===== src/rtl/muxn_stream.sv =====
// N-channel stream multiplexer with fixed or round-robin selection and packet locking.
// Channel words land in a single registered output stage under valid/ready handshakes.
module muxn_stream #(
  parameter int unsigned BUS_WIDTH = 8,
  parameter int unsigned NUM_CH    = 4,
  parameter int unsigned SEL_WIDTH = 2
) (
  input  logic                          clk,
  input  logic                          rst,
  input  logic                          mode,
  input  logic [SEL_WIDTH-1:0]          ctl,
  input  logic [NUM_CH*BUS_WIDTH-1:0]   in_data,
  input  logic [NUM_CH-1:0]             in_valid,
  input  logic [NUM_CH-1:0]             in_last,
  output logic [NUM_CH-1:0]             in_ready,
  output logic [BUS_WIDTH-1:0]          out_data,
  output logic [SEL_WIDTH-1:0]          out_ch,
  output logic                          out_last,
  output logic                          out_valid,
  input  logic                          out_ready
);

  typedef enum logic {IDLE, LOCKED} state_t;

  state_t               state;
  logic [SEL_WIDTH-1:0] lock_ch;
  logic [SEL_WIDTH-1:0] last_ch;

  logic [BUS_WIDTH-1:0] ch_data [NUM_CH];
  logic [SEL_WIDTH-1:0] grant;
  logic [SEL_WIDTH-1:0] cand;
  logic                 grant_any;
  logic                 room;
  logic                 xfer;

  for (genvar k = 0; k < NUM_CH; k++) begin : g_unpack
    assign ch_data[k] = in_data[k*BUS_WIDTH +: BUS_WIDTH];
  end

  // Grant selection: locked channel wins, else fixed ctl or round-robin search after last_ch.
  always_comb begin
    grant     = '0;
    grant_any = 1'b0;
    cand      = '0;
    if (state == LOCKED) begin
      grant     = lock_ch;
      grant_any = 1'b1;
    end else if (!mode) begin
      if (32'(ctl) < NUM_CH && in_valid[ctl]) begin
        grant     = ctl;
        grant_any = 1'b1;
      end
    end else begin
      for (int unsigned i = 1; i <= NUM_CH; i++) begin
        cand = SEL_WIDTH'((32'(last_ch) + i) % NUM_CH);
        if (!grant_any && in_valid[cand]) begin
          grant     = cand;
          grant_any = 1'b1;
        end
      end
    end
  end

  assign room     = (!out_valid || out_ready) && !rst;
  assign in_ready = (grant_any && room) ? (NUM_CH'(1) << grant) : '0;
  assign xfer     = grant_any && room && in_valid[grant];

  // Output register, packet lock and round-robin pointer.
  always_ff @(posedge clk or posedge rst) begin
    if (rst) begin
      state     <= IDLE;
      lock_ch   <= '0;
      last_ch   <= SEL_WIDTH'(NUM_CH - 1);
      out_data  <= '0;
      out_ch    <= '0;
      out_last  <= 1'b0;
      out_valid <= 1'b0;
    end else if (xfer) begin
      out_data  <= ch_data[grant];
      out_ch    <= grant;
      out_last  <= in_last[grant];
      out_valid <= 1'b1;
      last_ch   <= grant;
      lock_ch   <= grant;
      state     <= in_last[grant] ? IDLE : LOCKED;
    end else if (out_valid && out_ready) begin
      out_valid <= 1'b0;
    end
  end

endmodule


===== config.mk =====
export PLATFORM = sky130hd
export DESIGN_NAME = muxn_stream
export DESIGN_NICKNAME = d
export VERILOG_FILES = /design/src/rtl/muxn_stream.sv
export SDC_FILE = /design/constraint.sdc
export NUM_CORES = 1
export LEC_CHECK = 0
export CELL_PAD_IN_SITES_DETAIL_PLACEMENT = 1
export CELL_PAD_IN_SITES_GLOBAL_PLACEMENT = 2
export CORE_UTILIZATION = 21
export DETAILED_ROUTE_END_ITERATION = 7
export PLACE_DENSITY_LB_ADDON = 0.08
export SLEW_MARGIN = 5
export SYNTH_ARGS = -nofsm -noshare
export SYNTH_HDL_FRONTEND = slang
export SYNTH_SLANG_ARGS = --single-unit

===== constraint.sdc =====
create_clock -name clk -period 2.63 [get_ports clk]
set_input_delay 0.6575 -clock clk [delete_from_list [all_inputs] [get_ports clk]]
set_output_delay 0.6575 -clock clk [all_outputs]
set_load 0.02 [all_outputs]

Yosys cells after proc, flatten, opt, wreduce, memory -nomap -nowiden
Cells that the tools add are included.
{"block": "totals", "reg_bits": 15, "latchBits": 0, "ramBits": 0, "mem_bits_ro": 0, "input_bits": 46, "out_inout_bits": 16, "wordCells": 74, "mem_count": 0}
{"block": "classes", "add_sub_neg": 4, "multipliers": 0, "n_div": 0, "n_lt_le_gt_ge": 7, "eq_ne": 0, "n_shift": 1, "muxes": 41, "n_bitwise": 1, "n_reduce_logical": 14}
{"cell": "two-way mux 1 bit", "count": 23}
{"cell": "< comparator 2 x 3 -> 1 bit, second input constant", "count": 6}
{"cell": "binary-select mux 8 bit (select 2 bit)", "count": 1}
{"cell": "two-way mux 8 bit", "count": 2}
{"cell": "binary-select mux 1 bit (select 2 bit)", "count": 7}
{"cell": "two-way mux 2 bit", "count": 7}
{"cell": "logical AND 1 bit", "count": 7}
{"cell": "zero test 1 bit", "count": 5}
{"cell": "adder 2 x 1 -> 2 bit, second input constant", "count": 2}
{"cell": "adder 2 bit, second input constant", "count": 2}
{"cell": "two-way mux 4 bit", "count": 1}
{"cell": "left shift 1 x 2 -> 4 bit, first input constant", "count": 1}
{"cell": "greater-or-equal comparator 3 bit, second input constant", "count": 1}
{"cell": "inverter 2 -> 3 bit", "count": 1}
{"cell": "nonzero test 2 bit", "count": 1}
{"cell": "logical OR 1 bit", "count": 1}

Longest topological paths before layout
Gate-level depths: netlist of the first run.
{"block": "logic_depth", "word_depth": 25, "ltp_mapped": 10, "mapped_depth_nobuf": 7}

Least setup slack after synthesis of the first run
OpenSTA, ideal clock, no wires.
{"block": "synth_path", "kind": "input to output", "startpoint": "in in_valid[3]", "endpoint": "out in_ready[0]", "arrival_time_ns": 2.231, "required_time_ns": 1.972, "slack_ns": -0.258, "stages": 8, "path_buffers": 3, "path_cell_list": "buf_6 > mux2_4 > a31oi_4 > o22ai_2 > buf_4 > buf_2 > nand2b_1 > nor2b_1"}
{"block": "synth_between", "elab_chain_len": 22, "word_cells_on_any_way": 39, "classes_between": "shift: 1; mux: 31; reduce/logical: 7"}
{"item": "start, declared", "line": "13", "text": "input logic [NUM_CH-1:0] in_valid,"}
{"item": "binary-select mux 1 bit (select 2 bit)", "line": "56", "text": "if (!grant_any && in_valid[cand]) begin"}
{"item": "two-way mux 1 bit (not written as such)", "line": "56"}
{"item": "two-way mux 1 bit", "line": "56"}
{"item": "two-way mux 1 bit", "line": "48", "text": "end else if (!mode) begin"}
{"item": "two-way mux 1 bit", "line": "45", "text": "if (state == LOCKED) begin"}
{"item": "zero test 1 bit", "line": "56"}
{"item": "logical AND 1 bit", "line": "56"}
{"item": "two-way mux 1 bit", "line": "56"}
{"item": "(+6 left out)"}
{"item": "two-way mux 1 bit", "line": "45"}
{"item": "zero test 1 bit", "line": "56"}
{"item": "logical AND 1 bit", "line": "56"}
{"item": "two-way mux 2 bit / two-way mux 1 bit (equally long branches)", "line": "56"}
{"item": "two-way mux 2 bit / two-way mux 1 bit (equally long branches)", "line": "48"}
{"item": "two-way mux 2 bit / two-way mux 1 bit (equally long branches)", "line": "45"}
{"item": "left shift 1 x 2 -> 4 bit / logical AND 1 bit (equally long branches)", "line": "65", "text": "assign in_ready = (grant_any && room) ? (NUM_CH'(1) << grant) : '0;"}
{"item": "two-way mux 4 bit (*)", "line": "65"}
{"item": "end, declared", "line": "15", "text": "output logic [NUM_CH-1:0] in_ready,"}
Mark *: on every way between the ends. The rest lies on a longest branch, timed or not. The select of a mux whose other input is x is not followed.

Final worst setup path of the first run
{"block": "layout_path", "startpoint": "in ctl[0]", "endpoint": "out in_ready[0]"}
{"block": "layout_between", "elab_chain_len": 7, "word_cells_on_any_way": 11, "classes_between": "shift: 1; mux: 9; reduce/logical: 1"}
{"item": "start, declared", "line": "11", "text": "input logic [SEL_WIDTH-1:0] ctl,"}
{"item": "binary-select mux 1 bit (select 2 bit)", "line": "49", "text": "if (32'(ctl) < NUM_CH && in_valid[ctl]) begin"}
{"item": "two-way mux 1 bit (not written as such)", "line": "49"}
{"item": "two-way mux 2 bit / two-way mux 1 bit (equally long branches)", "line": "49"}
{"item": "two-way mux 2 bit / two-way mux 1 bit (equally long branches)", "line": "48"}
{"item": "two-way mux 2 bit / two-way mux 1 bit (equally long branches)", "line": "45"}
{"item": "left shift 1 x 2 -> 4 bit / logical AND 1 bit (equally long branches)", "line": "65"}
{"item": "two-way mux 4 bit (*)", "line": "65"}
Marked as above.

==> results of run 1 <==
==> worst max path at each step <==
stage | depth (start not counted) | slack, ns | to | startpoint
floorplan | 7 | 0.01 | in_ready[0] | in_valid[3]
global placement | 8 | -0.89 | in_ready[0] | ctl[0]
detailed placement | 8 | -0.96 | in_ready[0] | in_valid[1]
CTS | 8 | -0.005 | in_ready[0] | ctl[0]
global route | 8 | -0.06 | in_ready[0] | ctl[0]
finish | 8 | 0.03 | in_ready[0] | ctl[0]
==> cells in the final DEF, fill, tap and decap left out, types with 2 or more instances in the layout <==
cell / Yosys / layout
buf_12: 0 / 2
nor2_1: 5 / 3
nor2b_4: 0 / 2
nor2b_1: 7 / 5
mux2_4: 6 / 11
nand2b_1: 3 / 2
buf_4: 1 / 24
dfrtp_1: 13 / 13
dfstp_2: 2 / 2
o2bb2ai_1: 3 / 3
mux2i_1: 30 / 29
clkbuf_8: 0 / 3
inv_1: 5 / 4
buf_2: 3 / 4
buf_6: 2 / 6
clkdlybuf4s50_1: 0 / 50
==> power by group <==
part | switching, W | internal, W | total [W]
combinational | 0.000787 | 0.00105 | 0.00184
sequential | 0.0000887 | 0.000363 | 0.000452
clock | 0.0000787 | 0.000107 | 0.000186
==> worst reg2reg max path, cell delays in order (launching register included) <==
cell and delay (ns):
dfstp_2 0.56, nor2b_1 0.07, o221a_2 0.27, o22ai_4 0.19, buf_12 0.14, mux2_4 0.30, o211ai_4 0.30, buf_12 0.18
mux2_4 0.31
==> cells by family after synthesis <==
kind of cell,share of synthesized area
and+or+nand+nor,0.0860
buffers and inverters,0.0541
DFF,0.321
AOI/OAI and AO/OA,0.132
muxes,0.408
==> synthesized netlist by cell type <==
| cell | count |
|---|---|
| mux4_2 | 1 |
| o211ai_4 | 1 |
| inv_1 | 5 |
| o22ai_2 | 1 |
| nor2_1 | 5 |
| o311ai_1 | 1 |
| mux2_2 | 6 |
| a31oi_1 | 1 |
| dfrtp_1 | 13 |
| o41ai_1 | 1 |
| o2bb2ai_1 | 3 |
| nand2b_1 | 3 |
| nor3_1 | 1 |
| buf_2 | 3 |
| buf_6 | 2 |
| mux2_4 | 6 |
| o21bai_1 | 1 |
| o21ai_0 | 1 |
| o311a_1 | 1 |
| buf_4 | 1 |
| a31oi_4 | 1 |
| o221ai_1 | 1 |
| nor2b_1 | 7 |
| o221a_2 | 1 |
| nand2_1 | 2 |
| dfstp_2 | 2 |
| nand3b_1 | 1 |
| mux2i_1 | 30 |
| a21o_1 | 1 |
==> stage by stage <==
| step | cells | hold WS [ns] | TNS [ns] | cell area (sq um) |
|---|---|---|---|---|
| floorplan | 103 | 0.482 | 0 | 1240 |
| global placement | 249 | 0.490 | -12.20 | 2050 |
| detailed placement | 249 | 0.498 | -13.11 | 2050 |
| CTS | 259 | 0.517 | -0.00462 | 2220 |
| global route | 261 | 0.536 | -0.0994 | 2260 |
| finish | 261 | 0.513 | 0 | 2260 |
==> cell type report <==
cell class	count	area (sq um)	area share
Multi-Input combinational cell	77	857	0.380
Timing Repair Buffer	90	870	0.385
Sequential cell	15	378	0.167
Inverter	5	18.8	0.00832
Tap cell	70	87.6	0.0388
Clock buffer	4	45.0	0.0200
==> metal layers <==
metal,part of all wire,wire length [microns],GRT usage,up-vias
met5,0,0,0,-
met4,0.0027,10,0.0115,0
met3,0.054,204,0.0357,2
met2,0.56,2120,0.278,36
met1,0.38,1430,0.148,575
li1,-,-,-,557
==> repair_timing <==
action                     in CTS  in global routing
buffers inserted                5                  2
resized for setup              67                 10
setup endpoints to repair      19                 10
pin swaps                       6                  4
gates cloned                    1                  0
==> flip-flops by register name, summed over array words and instances, names as in the netlist <==
name	count
last_ch	2
state	1
lock_ch	2
out_valid	1
out_last	1
out_data	8
==> results.cfg, run 1 <==
[synthesis]
ys_seq_area_frac = 0.321
synthesis.nets = 149
synth_area_sq_um = 1180
ys_top_cells_by_area = dfrtp_1 28%, mux2i_1 25%, mux2_4 7.6%
synth_top_area_frac = 0.276
synth_seq_cells = 15
synth_warnings = 0
yosysTopAreaCell = dfrtp_1
synth_area_per_cell_sq_um = 11.4
synthCells = 103
synth_cell_types = 29

[placement]
gp_congestion = 0.778
port_buffers = 61
post-place-ws_ns = -0.955
place_hpwl_microns = 2950

[setup_path]
slowest_stage = o311a_4
critPathMaxStageDelay_ns = 0.39
critPathTopFamily = simple AND/OR/NAND/NOR gates
rr_endpoint = out_last$_DFFE_PP0P_
worstPathArrival_ns = 1.95
setup.worst_path.end_class = output port
path_common_cell = buf_6
worstSetupStartpointType = input pin
reg2reg_depth = 8
rr_startpoint = last_ch[0]$_DFFE_PP1P_
critPathMaxFanout = 3
crit_type = in2out
path_buf_inv = 3
path_cells = buf_8 -> mux2i_2 -> o311a_4 -> nor3_4 -> buf_6 -> nand2b_4 -> nor2b_4 -> buf_6
crit_required_ns = 1.97
rrSetupSlack_ns = 0.19

[layout]
nets = 238
post-route-util = 0.428
diodes = 0
area_growth_pct = 91.4
final.fill_count = 598
drive_gt1_frac = 0.393

[clock_tree]
h-tree-depth = 1
clkTransAtPathRegs_ns = 0.06
clk_path_buf_depth = 2
clkLatencyLatePin_ns = 0.24
numCtsBuffers = 3
root_buffer = clkbuf_8
cts_tree = built
clock_sinks = 15
holdBufCountCts = 0

[worst_hold_path]
min_from = out_data[6]$_DFFE_PP0P_
hold_class = reg2reg
min_path_cells = 1
whs_endpoint = out_data[6]$_DFFE_PP0P_

[route]
ant_nets = 0
routedWlPerCell_microns = 14.4
via_per_inst = 4.48
vias = 1170
initialDrtViolationCount = 46
drc_errors = 0
wirelength_microns = 3760
first_pass_iters = 4

[timing]
clock_skew_ns = 0.00149
min_period_over_period = 0.990
fmax_mhz = 384
slew_headroom = 0.606
slew_violations = 0
worst_slew_pin_slew_ns = 0.590
setup_viol = 0
finalHoldViolations = 0
layout_setup_ws_ns = 0.0254
layout_min_cycle_time_ns = 2.60
rsz0062_at_grt = yes

[floorplan]
dieArea_sq_um = 5920
io_pins = 62
die_h_microns = 76.9
start_util = 0.224
core_sq_um = 5270
die_width_microns = 76.9
num_rows = 26

[pwr]
p_leak_nw = 1.03
power.total_w = 0.00248
irDropWorstVdd_uv = 439
cellPowerDensity_nw_per_um2 = 1100

[outcome]
status = completed

[global_routing]
grt_pass1_vias = 1326
antenna_found_initial = 0
grt_start_max_net_pins = 16
globalRouteOverflowTotal = 0
grt_pass1_wl_microns = 6450
grt.total_usage = 0.139

[run]
drv_cap = 0
Note: power is estimated with default switching activity, not from simulation.
==> run 2, diff against run 1 <==
ABC_AREA = 1   (was default)
CORE_UTILIZATION = 18   (was 21)
GPL_ROUTABILITY_DRIVEN = 0   (was default)
SLEW_MARGIN = 20   (was 5)
==> results.cfg, run 2 <==
[layout]
top_register = out_data
largest_register_ffs = 8
nets = 371
reg.largest.list = out_data (8), last_ch (2), lock_ch (2)
finalNonFillerCells = 423
mostFrequentLayoutCell = nand2_1
area_growth_pct = 73.2
diodes = 0
drive_gt1_frac = 0.219
layout_common_cells = 127 x nand2_1, 50 x clkdlybuf4s50_1, 37 x nand3_1
stdcell_area_sq_um = 2390

[synthesis]
synth_area_per_cell_sq_um = 5.56
synthCells = 248
synth_compound_area_frac = 0.0172
synth_top_area_frac = 0.384
ys.flop_type = dfrtp_1
synthesis.nets = 294
synth_common_cells = 141 x nand2_1, 40 x nand3_1, 13 x dfrtp_1
synth-simple-area-share = 0.612
async_reset_ff_frac = 1.00
synth_edf_count = 0
synthAdderAreaFrac = 0
synth-xor-area-share = 0
ys_seq_area_frac = 0.274
synth_cell_types = 21
synth_seq_cells = 15
ys_top_cells_by_area = nand2_1 38%, dfrtp_1 24%, nand3_1 15%
yosysMostFrequentCell = nand2_1
synth_top_family_by_area = simple AND/OR/NAND/NOR gates
synth_mux_area_frac = 0
yosysTopAreaCell = nand2_1
synth_area_sq_um = 1380
synth_warnings = 0

[floorplan]
core_sq_um = 7330
dieArea_sq_um = 8010
die_width_microns = 89.5
io_pins = 62
die_h_microns = 89.5
start_util = 0.188
num_rows = 31

[placement]
port_buffers = 61
placed_cell_area_sq_um = 2180
dpl.cell_count = 414
place_hpwl_microns = 4150

[route]
initialDrtViolationCount = 39
first_pass_iters = 4
wirelength_microns = 5130
routedWlPerCell_microns = 12.1
ant_nets = 0
via_per_inst = 4.11
vias = 1738
drc_errors = 0

[worst_hold_path]
min_path_cells = 2
hold_class = reg2reg
whs_endpoint = out_data[7]$_DFFE_PP0P_
min_from = out_data[7]$_DFFE_PP0P_

[clock_tree]
numCtsBuffers = 3
clkLatencyLatePin_ns = 0.25
clkTransAtPathRegs_ns = 0.06
h-tree-depth = 1
root_buffer = clkbuf_8
cts_tree = built
clock_sinks = 15
clk_path_buf_depth = 2

[setup_path]
crit_required_ns = 1.97
rr_endpoint = out_data[5]$_DFFE_PP0P_
critPathMaxFanout = 8
setup.worst_path.end_class = output port
crit_start = last_ch[0]$_DFFE_PP1P_
rr_startpoint = last_ch[0]$_DFFE_PP1P_
worstSetupStartpointType = flip-flop
rrSetupSlack_ns = 0.14
reg2reg_depth = 20
worstPathArrival_ns = 2.04
crit_type = reg2out

[global_routing]
grt_pass1_vias = 1763
antenna_found_initial = 0
grt_start_max_net_pins = 23
grt_pass1_wl_microns = 8510
grt.total_usage = 0.138
globalRouteOverflowTotal = 0

[timing]
whs_ns = 0.470
rsz0062_at_grt = yes
slew_headroom = 0.830
layout_min_cycle_time_ns = 2.70
setup_viol = 4
clock_skew_ns = 0.00314
layout_setup_ws_ns = -0.0711
finalHoldViolations = 0
slew_violations = 0
min_period_over_period = 1.03
worst_slew_pin_slew_ns = 0.254
fmax_mhz = 370

[pwr]
cellPowerDensity_nw_per_um2 = 1150
irDropWorstVdd_uv = 293
p_leak_nw = 1.24

[outcome]
status = complete, but fails checks
violations = setup timing

[run]
drv_cap = 0
## run 2: cell count changes after synthesis, sizes merged, moves of 7 or more
cell / change
inv: +11
mux2: -12
mux2i: -30
nand2: +144
nand3: +40
nor2b: -7
## run 2: worst max-delay path by stage
stage                        to  slack [ns]  cells past startpoint
floorplan           in_ready[0]       -0.11                     11
global placement    in_ready[0]       -0.97                     13
detailed placement  in_ready[0]       -1.01                      9
CTS                 in_ready[0]        -0.1                     13
global route        in_ready[0]       -0.22                     13
finish              in_ready[0]       -0.07                     13
## run 2: where the power goes
part           switching, W  internal (W)  total [W]  leakage [nW]
logic               0.00126      0.000866    0.00213          1.03
registers         0.0000813      0.000343   0.000424         0.187
clock network     0.0000796      0.000107   0.000187        0.0228
## run 2: kinds of logic (layout without fill, tap and decap cells)
family,count (synthesis),after routing
compound gates,4,4
simple gates,200,200
flops,15,15
buf+inv,29,105
## run 2: worst max-delay path, cell delays in order, from the launching register on
cell	delay, ns
dfstp_2	0.65
inv_4	0.09
nand2_1	0.09
nand3_1	0.07
nand2_1	0.08
nand2_2	0.06
nand2_1	0.05
nand2_1	0.05
nand3_2	0.08
nand2_2	0.07
nand2_4	0.10
inv_4	0.05
nor3_4	0.19
buf_6	0.14
## run 2: cell type report
cell class | instances | area, sq um
Fill cell | 939 | 4940
Sequential cell | 15 | 378
Multi-Input combinational cell | 204 | 988
Inverter | 16 | 67.6
Tap cell | 99 | 124
Timing Repair Buffer | 85 | 786
Clock buffer | 4 | 45.0
## run 2: per-stage QoR
stage	power (W)	setup WS (ns)	utilization	TNS, ns
floorplan	0.00161	-0.106	-	-0.257
global placement	0.00235	-0.968	0.298	-8.12
detailed placement	0.00235	-1.01	0.298	-8.35
CTS	0.00275	-0.0993	0.323	-0.295
global route	0.00306	-0.221	0.326	-1.27
finish	0.00274	-0.0711	0.326	-0.131
## run 2: routing by layer
metal	global-route usage	vias to the layer above	share of wire
li1	-	932	-
met1	0.202	769	0.52
met2	0.223	33	0.45
met3	0.00831	4	0.026
met4	0.0260	0	0.0066
met5	0	-	0
## run 2: what timing repair did
item,CTS,global route
buffers inserted,6,0
endpoints found under the setup margin,18,19
resized for setup,68,6
pin swaps,10,3
hold buffers,0,0
==> run 3, diff against run 2 <==
SLEW_MARGIN = 30   (was 20)
==> results of run 3 <==
Same layout as run 2: the final DEF is identical, and so are final timing and power.
